$ cat src/rtl/move_input_debouncer_if.sv
// move_input_debouncer_if: raw button inputs and move strobe/status outputs
interface move_input_debouncer_if;
    logic       ar;
    logic       ab;
    logic       iz;
    logic       de;
    logic [3:0] dir;
    logic       held;
    modport master(output ar, ab, iz, de, input dir, held);
    modport slave(input ar, ab, iz, de, output dir, held);
endinterface

$ cat src/rtl/move_input_debouncer.sv
// move_input_debouncer: synchronise, debounce and turn button presses into one-hot move strobes
module move_input_debouncer #(
    parameter int DEBOUNCE_CYCLES = 500000,
    parameter int CNT_W           = 20,
    parameter bit ACTIVE_LOW      = 1
) (
    input logic                   clk,
    input logic                   rst,
    move_input_debouncer_if.slave bus
);
    typedef enum logic [1:0] {IDLE, FIRE, WAIT_REL} state_t;
    localparam logic [3:0]       REL  = ACTIVE_LOW ? 4'hf : 4'h0;
    localparam logic [CNT_W-1:0] LAST = CNT_W'(DEBOUNCE_CYCLES - 1);
    logic [3:0]       raw, m, y, p, s, code, code_n;
    logic [CNT_W-1:0] c [4];
    state_t           state, state_n;
    assign raw = {bus.ar, bus.ab, bus.iz, bus.de};
    assign p   = ACTIVE_LOW ? ~y : y;
    always_ff @(posedge clk or negedge rst)
        if (!rst) begin
            m <= REL;
            y <= REL;
        end else begin
            m <= raw;
            y <= m;
        end
    always_ff @(posedge clk or negedge rst)
        if (!rst) begin
            s <= '0;
            for (int k = 0; k < 4; k++) c[k] <= '0;
        end else begin
            for (int k = 0; k < 4; k++)
                if (p[k] == s[k]) c[k] <= '0;
                else if (c[k] == LAST) begin
                    s[k] <= p[k];
                    c[k] <= '0;
                end else c[k] <= c[k] + CNT_W'(1);
        end
    always_ff @(posedge clk or negedge rst)
        if (!rst) begin
            state <= IDLE;
            code  <= '0;
        end else begin
            state <= state_n;
            code  <= code_n;
        end
    // multi-button s in IDLE is ambiguous: skip the strobe and wait for full release
    always_comb begin
        state_n = state;
        code_n  = code;
        case (state)
            IDLE:
                if ($onehot(s)) begin
                    state_n = FIRE;
                    code_n  = s;
                end else if (s != 4'b0) state_n = WAIT_REL;
            FIRE:     state_n = WAIT_REL;
            WAIT_REL: state_n = (s == 4'b0) ? IDLE : WAIT_REL;
            default:  state_n = IDLE;
        endcase
    end
    assign bus.dir  = (state == FIRE) ? code : 4'b0;
    assign bus.held = |s;
endmodule

$ cat src/flat_wrapper.sv
// flat-port wrapper written by rule: the top's interface ports become plain ports
module move_input_debouncer_flat 
#(
    parameter int DEBOUNCE_CYCLES = 500000,
    parameter int CNT_W           = 20,
    parameter bit ACTIVE_LOW      = 1
)
  (clk, rst, bus_ar, bus_ab, bus_iz, bus_de, bus_dir, bus_held);
  move_input_debouncer_if bus_i ();
  input logic clk;
  input logic rst;
  input wire logic [$bits(bus_i.ar)-1:0] bus_ar;
  input wire logic [$bits(bus_i.ab)-1:0] bus_ab;
  input wire logic [$bits(bus_i.iz)-1:0] bus_iz;
  input wire logic [$bits(bus_i.de)-1:0] bus_de;
  output wire logic [$bits(bus_i.dir)-1:0] bus_dir;
  output wire logic [$bits(bus_i.held)-1:0] bus_held;
  assign bus_i.ar = bus_ar;
  assign bus_i.ab = bus_ab;
  assign bus_i.iz = bus_iz;
  assign bus_i.de = bus_de;
  assign bus_dir = bus_i.dir;
  assign bus_held = bus_i.held;
  move_input_debouncer #(.DEBOUNCE_CYCLES(DEBOUNCE_CYCLES), .CNT_W(CNT_W), .ACTIVE_LOW(ACTIVE_LOW)) u_core (.clk(clk), .rst(rst), .bus(bus_i));
endmodule
$ cat config.mk
export PLATFORM = sky130hd
export DESIGN_NAME = move_input_debouncer_flat
export DESIGN_NICKNAME = d
export VERILOG_FILES = /design/src/rtl/move_input_debouncer_if.sv /design/src/rtl/move_input_debouncer.sv /design/src/flat_wrapper.sv
export SDC_FILE = /design/constraint.sdc
export NUM_CORES = 1
export LEC_CHECK = 0
export BUFFER_PORTS_ARGS = -buffer_cell sky130_fd_sc_hd__buf_2
export CAP_MARGIN = 10
export CORE_UTILIZATION = 51
export DETAILED_ROUTE_END_ITERATION = 12
export PLACE_DENSITY = 0.75
export SKIP_LAST_GASP = 1
export SLEW_MARGIN = 20
export SYNTH_ARGS = -nofsm -noshare
export SYNTH_HDL_FRONTEND = slang
export SYNTH_SLANG_ARGS = --single-unit
$ cat constraint.sdc
create_clock -name clk -period 3.75 [get_ports clk]
set_clock_uncertainty 0.05 [all_clocks]
set_input_delay 0.5625 -clock clk [delete_from_list [all_inputs] [get_ports clk]]
set_output_delay 0.5625 -clock clk [all_outputs]
set_load 0.005 [all_outputs]
## Word-level counts from Yosys, hierarchy flattened

Cells that the tools add are included.
W data, S select, Z words.

- Equality and inequality tests: 12
- Bitwise logic cells: 5
- Muxes and demuxes: 13
- Reduce and logical (&&, ||, !) cells: 9
- $add $sub $neg: 7

Operators by type and width:

| cell | count |
|---|---|
| $mux W20 | 8 |
| $add A20 B1 Y20 const B | 4 |
| $eq A20 B19 Y1 const B | 4 |
| $reduce_and A2 Y1 | 5 |
| $mux W2 | 3 |
| $pmux W2 S3 | 1 |
| $add A1 B1 Y2 | 2 |
| $eq A1 B1 Y1 | 4 |
| $logic_not A4 Y1 | 1 |
| $mux W4 | 1 |
| $not A1 Y1 | 4 |
| $not A4 Y4 | 1 |
| $reduce_bool A4 Y1 | 1 |
| $reduce_or A4 Y1 | 1 |
| $add A3 B3 Y3 | 1 |
| $eq A3 B1 Y1 const B | 1 |
| $ne A3 B1 Y1 const B | 1 |
| $eq A2 B1 Y1 const B | 1 |
| $eq A2 B2 Y1 const B | 1 |
| $logic_not A2 Y1 | 1 |

- Input bits: 6
- Logic and storage cells: 58
- Bits in registers: 98

## Longest topological paths before layout

Gate-level depths: netlist (run 1).

- Word-level depth: 5
- Gate-level depth with buffers: 7

## Worst setup path before layout (run 1)

No wires, ideal clock.

- Path type: reg-to-reg
- Start point: register u_core.s[2]
- End point: register u_core.code[0]
- Setup time: 0.125 ns
- Arrival: 2.589 ns
- Slack: 0.986 ns
- Period minus slack after synthesis: 2.764 ns
- Data required time: 3.575 ns
- Cell stages (with the launch flop): 8
- Cell sequence: dfrtp_1 > inv_1 > ha_1 > ha_1 > fa_1 > or4b_2 > nor2_1 > mux2_2

- Word-level cells in the longest chain between the ends: 4

RTL lines:

| item | line | text |
|---|---|---|
| start, declared | move_input_debouncer.sv:14 | `logic [3:0] raw, m, y, p, s, code, code_n;` |
| start signal, assigned by index | move_input_debouncer.sv:35 | `s[k] <= p[k];` |
| $add A1 B1 Y2 (implied by the code) | move_input_debouncer.sv:53 | `if ($onehot(s)) begin` |
| $add A3 B3 Y3 (implied by the code) | move_input_debouncer.sv:53 |  |
| $eq A3 B1 Y1 | move_input_debouncer.sv:53 |  |
| $reduce_and A2 Y1 (no source line) | - |  |
| end signal, assigned | move_input_debouncer.sv:45 | `code <= code_n;` |
| end, declared | move_input_debouncer.sv:14 |  |

Every way passes these cells.
A chain may end at the register's enable or synchronous reset.

## Worst setup path after layout (run 1)

Same ends and word-level chain as after synthesis.

==> results of run 1 <==
[cells by family (layout without fill, tap and decap cells)]
group / after synthesis / after routing / synth area share, %
buf+inv: 31 / 54 / 2.78
mux: 8 / 8 / 1.77
compound gates: 38 / 38 / 5.30
simple gates: 225 / 225 / 25.4
flops: 98 / 98 / 51.1
fa+ha+maj: 10 / 10 / 2.75
xor+xnor: 60 / 60 / 10.9
[worst max-delay path by stage]
stage	to	slack (ns)	cells past startpoint
floorplan	u_core.code[0]$_DFFE_PN0P_	0.99	7
detailed placement	u_core.code[0]$_DFFE_PN0P_	0.75	7
global route	u_core.code[1]$_DFFE_PN0P_	0.62	7
global placement	u_core.code[1]$_DFFE_PN0P_	0.87	7
CTS	u_core.code[0]$_DFFE_PN0P_	0.71	7
finish	u_core.code[0]$_DFFE_PN0P_	0.71	7
[cell type report]
type	instances	area, um^2	area share, %
sequential	98	2460	47.4
multi-input combinational	341	2220	42.8
tap	111	139	2.67
clock buffer	10	128	2.46
inverter	24	90.1	1.73
timing repair buffer	14	82.6	1.59
clock inverter	6	67.6	1.30
[metal layers]
metal | GRT usage, % | up-vias | part of all wire (%) | wire length, um
li1 | - | 1682 | - | -
met1 | 24.9 | 1706 | 46 | 3970
met2 | 32.1 | 31 | 51 | 4320
met4 | 8.48 | 0 | 1.5 | 127
met5 | 0 | - | 0 | 0
met3 | 2.32 | 8 | 1.5 | 128
[registers in the layout, indices dropped and copies added, names as in the netlist]
register,cells
u_core.c,80
u_core.m,4
u_core.s,4
u_core.code,4
u_core.y,4
u_core.state,2
[report_power, final]
part / total (mW) / internal [mW] / switching (mW)
logic: 0.0667 / 0.0191 / 0.0476
clock network: 0.669 / 0.310 / 0.360
registers: 1.09 / 1.07 / 0.0145
[through the flow]
stage | worst slack [ns] | std cells | hold slack, ns
2_1_floorplan | 0.986 | 470 | 0.217
3_3_place_gp | 0.869 | 588 | 0.296
3_5_place_dp | 0.750 | 588 | 0.297
4_1_cts | 0.709 | 604 | 0.0118
5_1_grt | 0.616 | 604 | 0.0240
6_report | 0.712 | 604 | 0.0111
[critical path, stage by stage (launching register included)]
cell and delay, ns:
dfrtp_1 0.41, inv_1 0.09, ha_1 0.30, ha_1 0.22, fa_1 0.44, or4b_2 0.67, nor2_1 0.35, mux2_2 0.39
[placed cells by master (no fill, tap or decap), drive strengths merged, types with 15 or more instances in the layout]
cell	instances
a21oi	15
nor3	20
nor4	17
nand3	29
dfrtp	90
xnor2	45
xor2	15
nand4	22
nand2	20
inv	24
nor2	76
==> metrics.txt, run 1 <==
# TYPE chip_impl_metric gauge
chip_impl_metric{name="routed_wire_length_per_instance",unit="um"} 14.1
chip_impl_metric{name="grt_max_degree",unit=""} 40
chip_impl_metric{name="clk_transition_reported_paths",unit="ns"} 0.10
chip_impl_metric{name="synth_top_area_share",unit="%"} 46.7
chip_impl_info{name="yosys-top-cells-area",value="dfrtp_1 47%, xnor2_1 8.2%, nor2_1 5.1%"} 1
chip_impl_metric{name="final_layout_size_suffix_gt1_share",unit="%"} 13.2
chip_impl_metric{name="clock_tree.buffer_depth",unit=""} 2
chip_impl_info{name="synth_most_common_cell",value="dfrtp_1"} 1
chip_impl_metric{name="worst-endpoint-arrival",unit="ns"} 3.24
chip_impl_metric{name="area.growth.synth_to_final",unit="%"} 7.74
chip_impl_metric{name="hpwlAfterDp",unit="um"} 6060
chip_impl_metric{name="n_fill_cell",unit=""} 805
chip_impl_metric{name="r2r_cells",unit=""} 7
chip_impl_info{name="worst_path_class_setup",value="register to register"} 1
chip_impl_metric{name="seq_area_frac_synth",unit="%"} 51.1
chip_impl_metric{name="post_synth_edffs",unit=""} 0
chip_impl_metric{name="placement.io_buffers",unit=""} 10
chip_impl_info{name="tritoncts_clock_tree",value="done"} 1
chip_impl_info{name="critical_path.startpoint_type",value="register"} 1
chip_impl_metric{name="clkLatencyLatePin",unit="ns"} 0.37
chip_impl_metric{name="cts-buffers-inserted",unit=""} 9
chip_impl_metric{name="timing.final.crit_period",unit="ns"} 3.04
chip_impl_metric{name="tightest_slew",unit="ns"} 0.734
chip_impl_metric{name="design.portCount",unit=""} 11
chip_impl_metric{name="maxCapViolations",unit=""} 0
chip_impl_info{name="holdCritPathClass",value="primary input to async pin"} 1
chip_impl_metric{name="postCtsSetupBuffers",unit=""} 0
chip_impl_metric{name="detail_route_antenna_nets",unit=""} 0
chip_impl_metric{name="leakagePower",unit="nW"} 2.08
chip_impl_info{name="worst_setup_path_startpoint",value="u_core.s[2]$_DFFE_PN0P_"} 1
chip_impl_metric{name="crit_path_max_fanout",unit=""} 5
chip_impl_metric{name="grt_pass1_wl",unit="um"} 15200
chip_impl_metric{name="totalNegativeSetupSlack",unit="ns"} 0
chip_impl_info{name="ys_top_cells_by_count",value="90 x dfrtp_1, 66 x nor2_1, 45 x xnor2_1, 28 x nand3_1, 24 x inv_1"} 1
chip_impl_metric{name="post_cts_resized",unit=""} 0
chip_impl_metric{name="die_area",unit="um^2"} 9840
chip_impl_metric{name="report.final.setup_viol",unit=""} 0
chip_impl_metric{name="totalWireLength",unit="um"} 8540
chip_impl_metric{name="std_cell_rows",unit=""} 35
chip_impl_info{name="cts.root.buffer_cell",value="clkbuf_8"} 1
chip_impl_info{name="dominantRegCellSynth",value="dfrtp_1"} 1
chip_impl_metric{name="grt_util_all_layers",unit="%"} 19.1
chip_impl_metric{name="synthesis.yosys.warnings",unit=""} 0
chip_impl_metric{name="remaining_design_rule_violation_count",unit=""} 0
chip_impl_metric{name="clock_sinks",unit=""} 98
chip_impl_metric{name="total_placed_instance_area",unit="um^2"} 5000
chip_impl_metric{name="routabilityCongestion",unit=""} 0.790
chip_impl_metric{name="postLayoutCoreUtil",unit="%"} 56.5
chip_impl_metric{name="initialDrtViolationCount",unit=""} 126
chip_impl_info{name="rsz0062_at_grt",value="false"} 1
chip_impl_metric{name="htree_num_levels",unit=""} 3
chip_impl_metric{name="drtPass1Iterations",unit=""} 4
chip_impl_metric{name="die_y",unit="um"} 99.2
chip_impl_metric{name="async_reset_ff_share",unit="%"} 100
chip_impl_metric{name="route.vias.total",unit=""} 3427
chip_impl_metric{name="vdd.ir_drop.worst",unit="mV"} 0.174
chip_impl_metric{name="core",unit="um^2"} 9200
chip_impl_metric{name="slew_viol_final",unit=""} 0
chip_impl_metric{name="max_freq",unit="GHz"} 0.329
chip_impl_metric{name="synthesis.area_per_instance",unit="um^2"} 10.3
chip_impl_metric{name="max-slew-margin-rel",unit="%"} 51.0
chip_impl_info{name="crit_path_end_kind",value="register"} 1
chip_impl_metric{name="timing.reg2reg.setup_slack",unit="ns"} 0.71
chip_impl_info{name="status",value="finished, final reports clean"} 1
chip_impl_metric{name="report.power.total",unit="mW"} 1.82
chip_impl_metric{name="finalHoldViolCount",unit=""} 0
chip_impl_metric{name="final_cell_area",unit="um^2"} 5190
chip_impl_metric{name="grt_remaining_overflow",unit=""} 0
chip_impl_metric{name="post_synthesis_register_bit_count",unit=""} 98
chip_impl_metric{name="synthesized_netlist_cell_count",unit=""} 470
chip_impl_metric{name="synth_cell_type_count",unit=""} 51
chip_impl_metric{name="vias_per_cell",unit=""} 5.67
chip_impl_info{name="synthDominantAreaCellType",value="dfrtp_1"} 1
chip_impl_metric{name="syn_nets",unit=""} 486
chip_impl_metric{name="antenna_cells",unit=""} 0
chip_impl_metric{name="cts_stage_hold_buffer_count",unit=""} 0
chip_impl_metric{name="post-route-period-util",unit="%"} 81.0
chip_impl_metric{name="grt_antenna_before_repair",unit=""} 0
chip_impl_metric{name="fp.dieW",unit="um"} 99.2
chip_impl_metric{name="starting_density_of_the_core",unit="%"} 52.4
chip_impl_metric{name="critPathRequiredTime",unit="ns"} 3.95
chip_impl_info{name="startpoint_of_the_worst_slack_reg_to_reg_timing_path",value="u_core.s[2]$_DFFE_PN0P_"} 1
chip_impl_metric{name="power.density_cell_area",unit="nW/um^2"} 351
chip_impl_metric{name="layout.nets",unit=""} 504
chip_impl_metric{name="number_of_global_route_vias_before_repair",unit=""} 3412
chip_impl_info{name="r2r_end",value="u_core.code[0]$_DFFE_PN0P_"} 1
chip_impl_metric{name="mappedNetlistArea",unit="um^2"} 4820
No activity file was read; power rests on OpenSTA's default activity.
==> run 2: changes to the inputs <==
==> constraint.sdc (replaced) <==
create_clock -name clk -period 3 [get_ports clk]
set_clock_uncertainty 0.05 [all_clocks]
set_input_delay 0.45 -clock clk [delete_from_list [all_inputs] [get_ports clk]]
set_output_delay 0.45 -clock clk [all_outputs]
set_load 0.005 [all_outputs]
==> metrics.txt, run 2 (synthesis gave the netlist of run 1 again) <==
# TYPE chip_impl_metric gauge
chip_impl_metric{name="final_layout_size_suffix_gt1_share",unit="%"} 13.6
chip_impl_metric{name="tightest_slew",unit="ns"} 0.722
chip_impl_metric{name="n_fill_cell",unit=""} 796
chip_impl_metric{name="vdd.ir_drop.worst",unit="mV"} 0.240
chip_impl_metric{name="power_frac_comb",unit="%"} 3.3
chip_impl_metric{name="maxCapViolations",unit=""} 0
chip_impl_metric{name="initialDrtViolationCount",unit=""} 125
chip_impl_metric{name="final-instance-count-excl-fill",unit=""} 604
chip_impl_metric{name="grt_remaining_overflow",unit=""} 0
chip_impl_metric{name="max-slew-margin-rel",unit="%"} 51.9
chip_impl_metric{name="clock_sinks",unit=""} 98
chip_impl_metric{name="vias_per_cell",unit=""} 5.65
chip_impl_info{name="cts.root.buffer_cell",value="clkbuf_8"} 1
chip_impl_info{name="regMostFlops",value="u_core.c"} 1
chip_impl_metric{name="clkLatencyLatePin",unit="ns"} 0.36
chip_impl_metric{name="route.vias.total",unit=""} 3412
chip_impl_metric{name="cpPeakStageDelay",unit="ns"} 0.70
chip_impl_metric{name="finalHoldViolCount",unit=""} 0
chip_impl_metric{name="core",unit="um^2"} 9200
chip_impl_info{name="tritoncts_clock_tree",value="done"} 1
chip_impl_info{name="critical_path.startpoint_type",value="register"} 1
chip_impl_metric{name="drtPass1Iterations",unit=""} 4
chip_impl_info{name="worstPathCellList",value="inv_1 -> ha_1 -> ha_1 -> fa_1 -> or4b_2 -> nor2_4 -> mux2_2"} 1
chip_impl_metric{name="antenna_cells",unit=""} 0
chip_impl_metric{name="internal_power",unit="mW"} 2.01
chip_impl_metric{name="grt_util_all_layers",unit="%"} 19.0
chip_impl_info{name="mostFrequentLayoutCells",value="90 x dfrtp_1, 65 x nor2_1, 45 x xnor2_1"} 1
chip_impl_metric{name="max_freq",unit="GHz"} 0.352
chip_impl_metric{name="fp.dieW",unit="um"} 99.2
chip_impl_info{name="cpMaxStageDelayCell",value="or4b_2"} 1
chip_impl_metric{name="power.density_cell_area",unit="nW/um^2"} 481
chip_impl_metric{name="die_y",unit="um"} 99.2
chip_impl_info{name="status",value="finished, final reports clean"} 1
chip_impl_info{name="rsz0062_at_grt",value="false"} 1
chip_impl_info{name="layout.cells.most_common",value="dfrtp_1"} 1
chip_impl_metric{name="pwr-share-seq",unit="%"} 53.6
chip_impl_metric{name="remaining_design_rule_violation_count",unit=""} 0
chip_impl_info{name="holdCritPathClass",value="primary input to async pin"} 1
chip_impl_metric{name="starting_density_of_the_core",unit="%"} 52.4
chip_impl_metric{name="cts-buffers-inserted",unit=""} 9
chip_impl_metric{name="routed_wire_length_per_instance",unit="um"} 14.1
chip_impl_metric{name="clk_transition_reported_paths",unit="ns"} 0.09
chip_impl_metric{name="report.final.setup_viol",unit=""} 0
chip_impl_info{name="crit_path_end_kind",value="register"} 1
chip_impl_metric{name="std_cell_rows",unit=""} 35
chip_impl_metric{name="layout.nets",unit=""} 504
chip_impl_metric{name="crit_path_max_fanout",unit=""} 5
chip_impl_metric{name="p_clk_share",unit="%"} 43.1
chip_impl_info{name="crit_path_frequent_cell",value="ha_1"} 1
chip_impl_metric{name="grt_max_degree",unit=""} 52
chip_impl_metric{name="die_area",unit="um^2"} 9840
chip_impl_metric{name="totalWireLength",unit="um"} 8540
chip_impl_metric{name="placement.io_buffers",unit=""} 10
chip_impl_metric{name="grt_antenna_before_repair",unit=""} 0
chip_impl_metric{name="htree_num_levels",unit=""} 3
chip_impl_metric{name="worstPathBufferInverterCount",unit=""} 1
chip_impl_metric{name="postCtsSetupBuffers",unit=""} 0
chip_impl_metric{name="largest_reg_flops",unit=""} 80
chip_impl_metric{name="worst-endpoint-arrival",unit="ns"} 3.03
chip_impl_info{name="timing.critical_path.max_delay_family",value="adder cells"} 1
chip_impl_metric{name="area.growth.synth_to_final",unit="%"} 9.61
chip_impl_metric{name="routabilityCongestion",unit=""} 0.765
chip_impl_metric{name="critPathRequiredTime",unit="ns"} 3.19
chip_impl_metric{name="grt_pass1_wl",unit="um"} 15200
chip_impl_metric{name="leakagePower",unit="nW"} 2.12
chip_impl_metric{name="design.portCount",unit=""} 11
chip_impl_metric{name="detail_route_antenna_nets",unit=""} 0
chip_impl_metric{name="slew_viol_final",unit=""} 0
chip_impl_metric{name="hpwlAfterDp",unit="um"} 5830
chip_impl_metric{name="total_switching_power",unit="mW"} 0.536
chip_impl_metric{name="switching_share",unit="%"} 21.1
chip_impl_info{name="worst_path_class_setup",value="register to register"} 1
chip_impl_metric{name="timing.final.crit_period",unit="ns"} 2.84
chip_impl_metric{name="clock_tree.buffer_depth",unit=""} 2
chip_impl_metric{name="post-route-period-util",unit="%"} 94.6
chip_impl_metric{name="totalNegativeSetupSlack",unit="ns"} 0
chip_impl_metric{name="post-place-cells",unit=""} 588
chip_impl_metric{name="number_of_global_route_vias_before_repair",unit=""} 3431
run 2: cell types whose count changed in the layout (fill, tap and decap cells not counted):
cell	change
buf_4	-1
buf_12	+1
nor2_1	-1
clkinv_4	-1
clkinvlp_4	-1
nor2_4	+1
bufinv_16	+3
clkbuf_1	-1
run 2: cell type report:
cell class / count / area, um^2 / area share (%)
repair buffers: 14 / 95.1 / 1.80
inverters: 24 / 90.1 / 1.71
well taps: 111 / 139 / 2.63
multi-input cells: 341 / 2230 / 42.2
clock buffers: 9 / 124 / 2.34
flip-flops and latches: 98 / 2460 / 46.6
clock inverters: 7 / 141 / 2.68
run 2: power by group through the flow:
stage	clock network, mW	logic [mW]	registers (mW)
global route	1.18	0.0989	1.36
CTS	1.12	0.0881	1.36
global placement	0	0.0849	1.39
floorplan	0	0.0469	1.38
detailed placement	0	0.0874	1.39
finish	1.10	0.0845	1.36
run 2: metrics by stage:
step                area (um^2)  util (%)  hold WS, ns  power [mW]  setup slack [ns]
floorplan                  4820         -        0.104        1.43             0.236
global route               5280      57.4       0.0897        2.64            0.0488
global placement           5010      54.5        0.296        1.47             0.120
finish                     5280      57.4       0.0433        2.54             0.161
detailed placement         5010      54.5        0.298        1.47            0.0150
CTS                        5280      57.4       0.0588        2.57             0.108
run 2: path summary, 6_finish.rpt:
path | start | end | slack [ns] | depth (start not counted)
max in group asynchronous | rst | u_core.y[3]$_DFF_PN1_ | 2.12 | 2
hold / removal | rst | u_core.c[34]$_DFF_PN0_ | 0.04 | 1
setup reg to reg | u_core.s[0]$_DFFE_PN0P_ | u_core.code[1]$_DFFE_PN0P_ | 0.16 | 7
hold reg to reg | u_core.m[1]$_DFF_PN1_ | u_core.y[1]$_DFF_PN1_ | 0.31 | 0
min in group clk | bus_iz | u_core.m[1]$_DFF_PN1_ | 0.13 | 1
setup / recovery | u_core.s[0]$_DFFE_PN0P_ | u_core.code[1]$_DFFE_PN0P_ | 0.16 | 7
run 2: timing repair:
item	4_1_cts	5_1_grt
hold buffers	0	0
gates resized for setup	1	1
setup endpoints to repair	1	4
run 2: metal layers:
layer / track usage (%) / share of wire [%] / wire, um / vias to the layer above
met5: 0 / 0 / 0 / -
met4: 8.82 / 2.0 / 172 / 0
met3: 2.53 / 2.1 / 177 / 11
met2: 31.5 / 48 / 4090 / 46
met1: 25.1 / 48 / 4100 / 1670
li1: - / - / - / 1685
